===== src/rtl/conv1d_mc_engine.sv =====
// Multi-channel strided 1-D convolution: serial signed MAC per output with bias,
// requantisation, ReLU/saturation, and a valid/ready result stream.
module conv1d_mc_engine #(
    parameter int N          = 512,
    parameter int K          = 32,
    parameter int STEP       = 8,
    parameter int CH         = 4,
    parameter int SHIFT      = 7,
    parameter int BIAS_SHIFT = 7
) (
    input  logic                                 clk,
    input  logic                                 global_rst,
    input  logic                                 ce,
    input  logic                                 start,
    output logic [$clog2(N)-1:0]                 act_addr,
    input  logic [7:0]                           act_rdata,
    output logic [$clog2(CH*K)-1:0]              wgt_addr,
    input  logic [7:0]                           wgt_rdata,
    output logic [$clog2(CH)-1:0]                bias_addr,
    input  logic [7:0]                           bias_rdata,
    output logic                                 mem_en,
    output logic [7:0]                           out_data,
    output logic [$clog2(CH)-1:0]                out_ch,
    output logic [$clog2((N-K)/STEP+1)-1:0]      out_idx,
    output logic                                 out_valid,
    input  logic                                 out_ready,
    output logic                                 busy,
    output logic                                 end_mod
);
    localparam int OUTLEN = (N - K) / STEP + 1;
    localparam int ACC_W  = 16 + $clog2(K) + 1;
    localparam int AW     = $clog2(N);
    localparam int WW     = $clog2(CH * K);
    localparam int CW     = $clog2(CH);
    localparam int OW     = $clog2(OUTLEN);
    localparam int KW     = $clog2(K);

    localparam logic [KW-1:0] K_LAST = KW'(K - 1);
    localparam logic [OW-1:0] O_LAST = OW'(OUTLEN - 1);
    localparam logic [CW-1:0] C_LAST = CW'(CH - 1);

    typedef enum logic [2:0] {S_IDLE, S_BIAS, S_MAC, S_DRAIN, S_OUT, S_DONE} state_t;

    state_t                   r_state;
    logic [CW-1:0]            r_ch;
    logic [OW-1:0]            r_o;
    logic [KW-1:0]            r_k;
    logic [AW-1:0]            r_abase;
    logic [WW-1:0]            r_wbase;
    logic signed [ACC_W-1:0]  r_acc;
    logic [AW-1:0]            r_act_addr;
    logic [WW-1:0]            r_wgt_addr;
    logic [CW-1:0]            r_bias_addr;
    logic [7:0]               r_out_data;
    logic [CW-1:0]            r_out_ch;
    logic [OW-1:0]            r_out_idx;
    logic                     r_out_valid;
    logic                     r_busy;
    logic                     r_end;

    logic signed [15:0]       w_prod;
    logic signed [ACC_W-1:0]  w_prod_x;
    logic signed [ACC_W-1:0]  w_bias_sh;
    logic signed [ACC_W-1:0]  w_acc_fin;
    logic signed [ACC_W-1:0]  w_req;
    logic [7:0]               w_sat;

    // Operands widened to 16 bits first; the full product always fits.
    assign w_prod    = $signed({{8{act_rdata[7]}}, act_rdata}) * $signed({{8{wgt_rdata[7]}}, wgt_rdata});
    assign w_prod_x  = {{(ACC_W-16){w_prod[15]}}, w_prod};
    assign w_bias_sh = {{(ACC_W-8){bias_rdata[7]}}, bias_rdata} <<< BIAS_SHIFT;
    assign w_acc_fin = r_acc + w_prod_x;
    assign w_req     = w_acc_fin >>> SHIFT;

    always_comb begin
        w_sat = '0;
        if (w_req[ACC_W-1])
            w_sat = '0;
        else if (|w_req[ACC_W-2:7])
            w_sat = 8'd127;
        else
            w_sat = w_req[7:0];
    end

    always_ff @(posedge clk or negedge global_rst) begin
        if (!global_rst) begin
            r_state     <= S_IDLE;
            r_ch        <= '0;
            r_o         <= '0;
            r_k         <= '0;
            r_abase     <= '0;
            r_wbase     <= '0;
            r_acc       <= '0;
            r_act_addr  <= '0;
            r_wgt_addr  <= '0;
            r_bias_addr <= '0;
            r_out_data  <= '0;
            r_out_ch    <= '0;
            r_out_idx   <= '0;
            r_out_valid <= 1'b0;
            r_busy      <= 1'b0;
            r_end       <= 1'b0;
        end else if (ce) begin
            case (r_state)
                S_IDLE: if (start) begin
                    r_ch        <= '0;
                    r_o         <= '0;
                    r_k         <= '0;
                    r_abase     <= '0;
                    r_wbase     <= '0;
                    r_bias_addr <= '0;
                    r_busy      <= 1'b1;
                    r_state     <= S_BIAS;
                end
                S_BIAS: begin
                    r_k        <= '0;
                    r_act_addr <= r_abase;
                    r_wgt_addr <= r_wbase;
                    r_state    <= S_MAC;
                end
                S_MAC: begin
                    // ROM data lags the address by one cycle: tap k-1's product lands at tap k.
                    r_acc <= (r_k == '0) ? w_bias_sh : w_acc_fin;
                    if (r_k == K_LAST) begin
                        r_state <= S_DRAIN;
                    end else begin
                        r_k        <= r_k + 1'b1;
                        r_act_addr <= r_act_addr + 1'b1;
                        r_wgt_addr <= r_wgt_addr + 1'b1;
                    end
                end
                S_DRAIN: begin
                    r_out_data  <= w_sat;
                    r_out_ch    <= r_ch;
                    r_out_idx   <= r_o;
                    r_out_valid <= 1'b1;
                    r_state     <= S_OUT;
                end
                S_OUT: if (out_ready) begin
                    r_out_valid <= 1'b0;
                    if (r_o == O_LAST) begin
                        r_o     <= '0;
                        r_abase <= '0;
                        if (r_ch == C_LAST) begin
                            r_busy  <= 1'b0;
                            r_end   <= 1'b1;
                            r_state <= S_DONE;
                        end else begin
                            r_ch        <= r_ch + 1'b1;
                            r_wbase     <= r_wbase + WW'(K);
                            r_bias_addr <= r_ch + 1'b1;
                            r_state     <= S_BIAS;
                        end
                    end else begin
                        r_o         <= r_o + 1'b1;
                        r_abase     <= r_abase + AW'(STEP);
                        r_bias_addr <= r_ch;
                        r_state     <= S_BIAS;
                    end
                end
                S_DONE: begin
                    r_end   <= 1'b0;
                    r_state <= S_IDLE;
                end
                default: r_state <= S_IDLE;
            endcase
        end
    end

    assign act_addr  = r_act_addr;
    assign wgt_addr  = r_wgt_addr;
    assign bias_addr = r_bias_addr;
    assign mem_en    = ce & r_busy;
    assign out_data  = r_out_data;
    assign out_ch    = r_out_ch;
    assign out_idx   = r_out_idx;
    assign out_valid = r_out_valid;
    assign busy      = r_busy;
    assign end_mod   = r_end;
endmodule


===== config.mk =====
export PLATFORM = sky130hd
export DESIGN_NAME = conv1d_mc_engine
export DESIGN_NICKNAME = d
export VERILOG_FILES = /design/src/rtl/conv1d_mc_engine.sv
export SDC_FILE = /design/constraint.sdc
export NUM_CORES = 1
export LEC_CHECK = 0
export BUFFER_PORTS_ARGS = -buffer_cell sky130_fd_sc_hd__buf_4
export CAP_MARGIN = 10
export CORE_ASPECT_RATIO = 1.2
export CORE_MARGIN = 1
export CORE_UTILIZATION = 55
export DETAILED_ROUTE_END_ITERATION = 16
export GPL_TIMING_DRIVEN = 0
export PLACE_DENSITY_LB_ADDON = 0.15
export REMOVE_ABC_BUFFERS = 1
export SYNTH_ARGS = -nofsm -noshare
export SYNTH_HDL_FRONTEND = slang
export SYNTH_SLANG_ARGS = --single-unit
export TNS_END_PERCENT = 20

===== constraint.sdc =====
create_clock -name clk -period 7.4 [get_ports clk]
set_input_delay 0.37 -clock clk [delete_from_list [all_inputs] [get_ports clk]]
set_output_delay 0.37 -clock clk [all_outputs]
set_load 0.005 [all_outputs]

; Word-level counts from Yosys, hierarchy flattened
; Cells that the tools add are included.
[totals]
word_cells = 109
ff_bits = 91
output_inout_bits = 38
in_bits = 29
[op_classes]
muxes = 48
n_bitwise = 1
reduce_logical = 19
addsub = 8
eq_ne = 16
mul = 1
[ops]
columns = op, n
row1 = 9-bit two-way mux, 4
row2 = 9-bit case mux with 2 select lines, 2
row3 = 7-bit two-way mux, 5
row4 = 7-bit case mux with 2 select lines, 2
row5 = 22-bit by 16-bit adder with 22-bit output, 1
row6 = 22-bit two-way mux, 1
row7 = 6-bit two-way mux, 3
row8 = 8-bit by 8-bit multiplier with 16-bit output, 1
row9 = 8-bit two-way mux, 2
row10 = 3-bit two-way mux, 5
row11 = 3-bit case mux with 5 select lines, 1
row12 = 5-bit case mux with 3 select lines, 1
row13 = 2-bit inequality test (second input constant), 7
row14 = 2-bit two-way mux, 6
row15 = 6-bit case mux with 2 select lines, 1
row16 = 4-bit AND reduction, 3
row17 = 6-bit AND reduction, 2
row18 = 5-bit two-way mux, 2
row19 = 5-bit AND reduction, 2
row20 = 9-bit by 1-bit adder with 9-bit output (second input constant), 1
row21 = 9-bit by 4-bit adder with 9-bit output (second input constant), 1
row22 = 1-bit two-way mux, 8
row23 = 2-bit case mux with 2 select lines, 2
row24 = 2-bit nonzero test, 4
row25 = 20 further kinds, 26

; Depth between registers and ports, before layout
[depth]
depth_word = 5
depth_mapped = 21
ltp_nobuf = 20

; Worst setup path before layout
; No wires, ideal clock.
[synth_timing]
path_type = input port to flip-flop
from = input wgt_rdata[1]
to = register r_out_data[0] (netlist: out_data[0])
n_path_buf = 2
path_slack_ps = 1557
arrival_ps = 5699
cell_stages = 19
required_ps = 7255
setup_ps = 145
path_cell_list = clkbuf_1 and2_1 fa_1 inv_1 fa_1 inv_1 fa_1 fa_1 ha_1 ha_1 clkbuf_1 and4_1 o2111a_1 o31ai_4 nand3b_2 xor2_1 or4_4 nor4b_4 a211oi_1
[synth_between]
elab_chain_len = 5
[synth_rtl]
columns = element, line_no
row1 = start: declaration, 18  ; input logic [7:0] wgt_rdata,
row2 = 8-bit by 8-bit multiplier with 16-bit output *, 69  ; assign w_prod = $signed({{8{act_rdata[7]}}, act_rdata}) * $signed({{8{wgt_rdata[7]}}, wgt_rdata});
row3 = 22-bit by 16-bit adder with 22-bit output *, 72  ; assign w_acc_fin = r_acc + w_prod_x;
row4 = 8-bit OR reduction, 79  ; else if (|w_req[ACC_W-2:7])
row5 = 8-bit two-way mux, 79
row6 = 8-bit two-way mux *, 77  ; if (w_req[ACC_W-1])
row7 = end signal: assignment, 133  ; r_out_data <= w_sat;
row8 = end: declaration, 54  ; logic [7:0] r_out_data;
; Mark *: on every way between the ends. The rest lies on a longest branch, timed or not.
; A chain may end at the register's enable or synchronous reset.

; Final worst setup path
[layout_timing]
from = input act_rdata[7]
to = register r_out_data[4] (netlist: out_data[4])
[layout_between]
elab_chain_len = 5
[layout_rtl]
columns = element, line_no
row1 = start: declaration, 16  ; input logic [7:0] act_rdata,
row2 = 8-bit by 8-bit multiplier with 16-bit output *, 69
row3 = 22-bit by 16-bit adder with 22-bit output *, 72
row4 = 8-bit OR reduction, 79
row5 = 8-bit two-way mux, 79
row6 = 8-bit two-way mux *, 77
; Marked as above.

==> impl_metrics.tcl <==
set metrics [dict create \
    yosys_register_bits 83 \
    cts_post_setup_buffers_inserted 0 \
    fin_skew_ps 7.887 \
    timing_hold_violations_final 0 \
    synth.yosys.seq_area_share 0.2646 \
    period_share 0.8462 \
    slew-limit-headroom 0.2830 \
    initial_core_util 0.5656 \
    drt_iter0_drc 234 \
    drt.antenna.violating_nets 0 \
    die_height_um 132.9 \
    cts_inserted_buffers 9 \
    final.fill_count 1162 \
    synthCells 837 \
    global_route.overflow_total 0 \
    cts_max_level 3 \
    mean_instance_size_in_the_synthesized_netlist_um2 9.379 \
    place.port_buffers 66 \
    finalSetupViolations 0 \
    yosysWarningCount 0 \
    worst_endpoint_data_arrival_time_ps 6450 \
    post_synth_fa_ha_maj_area_fraction 0.3389 \
    ys_types 61 \
    run_status "complete, but fails checks" \
    synth-simple-area-share 0.1694 \
    cp_max_fo 15 \
    ios 67 \
    post-route-worst-setup-slack_ps 1138 \
    remaining_drc_errors 4 \
    ctsHoldBuffers 0 \
    element_type_at_the_critical_path_start "primary input" \
    antenna-diode-count 0 \
    synth_xor_area_frac 0.02901 \
    synth_edf_count 0 \
    antenna_found_initial 0 \
    grt_use_total 0.2535 \
    drt_first_pass_iters 11 \
    synth-main-ff-cell "dfrtp_1" \
    mux_share_of_post_synthesis_cell_area 0.005260 \
    grt_max_degree 84 \
    post-place-ws_ps 729.9 \
    placeableCoreArea_um2 13880 \
    violations "design-rule violations" \
    final_cell_area_um2 8801 \
    placement_rows 47 \
    grt_first_pass_wirelength_um 30010 \
    tritoncts_num_sinks 83 \
    hold_class "primary input to async pin" \
    main_combinational_cell_family_by_area_after_synthesis "adder cells" \
    timing_worst_setup_path_type "primary input to register" \
    grt_setup_unrepaired "false" \
    final_layout_size_suffix_gt1_frac 0.1115 \
    routed_wl_um 16640 \
    async_flop_share 1.000 \
    crit_chain "buf_4 > and2_1 > inv_1 > fa_1 > inv_1 > fa_1 > fa_1 > fa_1 > fa_1 > ha_1 > o21ai_0 > o211ai_1 > nand3_1 > and2b_2 > xnor2_1 > or4_4 > nor4b_4 > a211oi_1" \
    gp_congestion 0.8398 \
    clkSlewWorstSetupHoldPaths_ps 60 \
    cp_num_buf_inv 3 \
    worst_path_dominant_cell_family "adder cells" \
    endpoint_kind "register" \
    vias 5995 \
    period_minus_slack_ps 6262 \
    chipWidth_um 111.1 \
    critical-path-max-stage-delay_ps 680 \
    vias_per_inst 5.613 \
    maxSlewViolCount 0 \
    fin_setup_tns_ps 0 \
    final_net_count 1076 \
    insertion_delay_ps 340 \
    fmax_ghz 0.1597 \
    worst_ep_required_time_ps 7580 \
    cts_tree "yes" \
    place_hpwl_um 13620 \
    detailed_place.area_um2 8476 \
    synth.cell_area_um2 7850 \
    fp.dieArea_um2 14760 \
    post_drt_wl_per_cell_um 15.58 \
    cap_violations 0 \
    utilization_after_layout 0.6342 \
    tightestPinTransition_ps 1072 \
    cp-startpoint "act_rdata[7]" \
    clk_path_buf_depth 2 \
    number_of_global_route_vias_before_repair 6360 \
    cts_resized 0 \
    syn2layout_area_growth_pct 12.11 \
    timing.rr.start "r_acc[6]" \
    cp_common_cell "fa_1" \
    synth_compound_gate_area_share 0.1297 \
    clock_tree.root_cell "clkbuf_16" \
    cpMaxStageDelayCell "and2_1" \
]
==> per-layer routing <==
layer	part of all wire	up-vias	global-route usage
met5	0	-	0
li1	-	2878	-
met4	0.020	0	0.07808
met3	0.042	27	0.04260
met2	0.52	124	0.4525
met1	0.42	2966	0.3151
==> placed cells by master, fill, tap and decap left out, drive strengths merged, types with 5 or more instances in the layout <==
cell type	synthesis	final
a211oi	9	9
a21o	5	5
a21oi	44	44
a31oi	5	5
and2	37	37
and3	8	8
buf	2	67
clkbuf	21	9
dfrtp	83	83
fa	96	96
ha	59	59
inv	105	107
nand2	107	107
nand3	23	23
nand4	6	6
nor2	54	54
nor2b	5	5
nor3	7	7
o21a	10	10
o21ai	63	63
o22ai	5	5
or3	5	5
xnor2	13	13
xor2	13	13
==> cells in the mapped netlist (all sizes together), types with 2 or more instances <==
cell type / count / area share
ha: 59 / 0.094
o32ai: 2 / 0.0022
a211o: 2 / 0.0024
or3: 5 / 0.0040
a31oi: 5 / 0.0040
nor2: 54 / 0.026
nand3: 23 / 0.015
xnor2: 13 / 0.015
nand3b: 4 / 0.0043
and3: 8 / 0.0065
dfrtp: 83 / 0.26
nor4b: 4 / 0.0064
o21ai: 63 / 0.040
o31ai: 4 / 0.0056
inv: 105 / 0.050
clkbuf: 21 / 0.010
or2: 2 / 0.0016
a21oi: 44 / 0.028
buf: 2 / 0.0024
mux2i: 3 / 0.0038
a21o: 5 / 0.0048
o211ai: 2 / 0.0019
o22ai: 5 / 0.0040
and4: 2 / 0.0022
a211oi: 9 / 0.0086
nor3: 7 / 0.0045
nand2b: 3 / 0.0024
a22o: 4 / 0.0045
and2: 37 / 0.029
o21bai: 3 / 0.0029
nand4: 6 / 0.0048
nand2: 107 / 0.051
xor2: 13 / 0.015
o21a: 10 / 0.0096
fa: 96 / 0.24
nor2b: 5 / 0.0049
==> path summary, 6_finish.rpt <==
kind                                to  slack, ps  cells after the start
min in group clk            r_state[1]        330                      2
hold / removal             wgt_addr[0]        200                      1
max in group asynchronous   out_idx[1]       6510                      1
setup reg to reg           out_data[4]       1780                     18
setup / recovery           out_data[4]       1140                     18
hold reg to reg              out_ch[0]        480                      2
==> final cells by class <==
type / count / area [um^2] / share of cell area
multi-input cells: 625 / 5284 / 0.6004
well taps: 171 / 214.0 / 0.02431
clock inverters: 7 / 100.1 / 0.01137
inverters: 106 / 397.9 / 0.04521
flip-flops and latches: 83 / 2077 / 0.2360
repair buffers: 67 / 503.0 / 0.05715
clock buffers: 9 / 225.2 / 0.02559
==> metrics by stage <==
step | hold WS (ps) | std cells
floorplan | 74.41 | 814
global placement | 464.9 | 1051
detailed placement | 465.4 | 1052
CTS | 256.8 | 1068
global route | 294.6 | 1068
finish | 204.4 | 1068
==> sequential cells by signal (all words and copies together) (netlist names), 2 cells and up <==
register   flops
bias_addr      2
r_k            5
act_addr       9
out_data       8
out_idx        6
r_wbase        2
r_state        3
r_abase        6
r_acc         22
wgt_addr       7
r_ch           2
out_ch         2
r_o            6
==> kinds of logic after synthesis <==
kind of cell | after synthesis
buf+inv | 129
mux | 4
fa+ha+maj | 155
compound gates | 167
simple gates | 273
xor+xnor | 26
flops | 83
==> worst reg2reg max path, stage by stage (launching register included) <==
cell and delay [ps]:
dfrtp_1 320, inv_1 70, fa_1 540, inv_1 50, fa_1 490, inv_1 50
fa_1 500, inv_1 70, fa_1 440, fa_1 440, ha_1 370, o21ai_0 140
o211ai_1 300, nand3_1 180, and2b_2 230, xnor2_1 140, or4_4 510, nor4b_4 480
a211oi_1 170
Power is left out: the tool's default activity adds up to more than one toggle a clock period on the data nets, which glitch-free logic cannot reach.
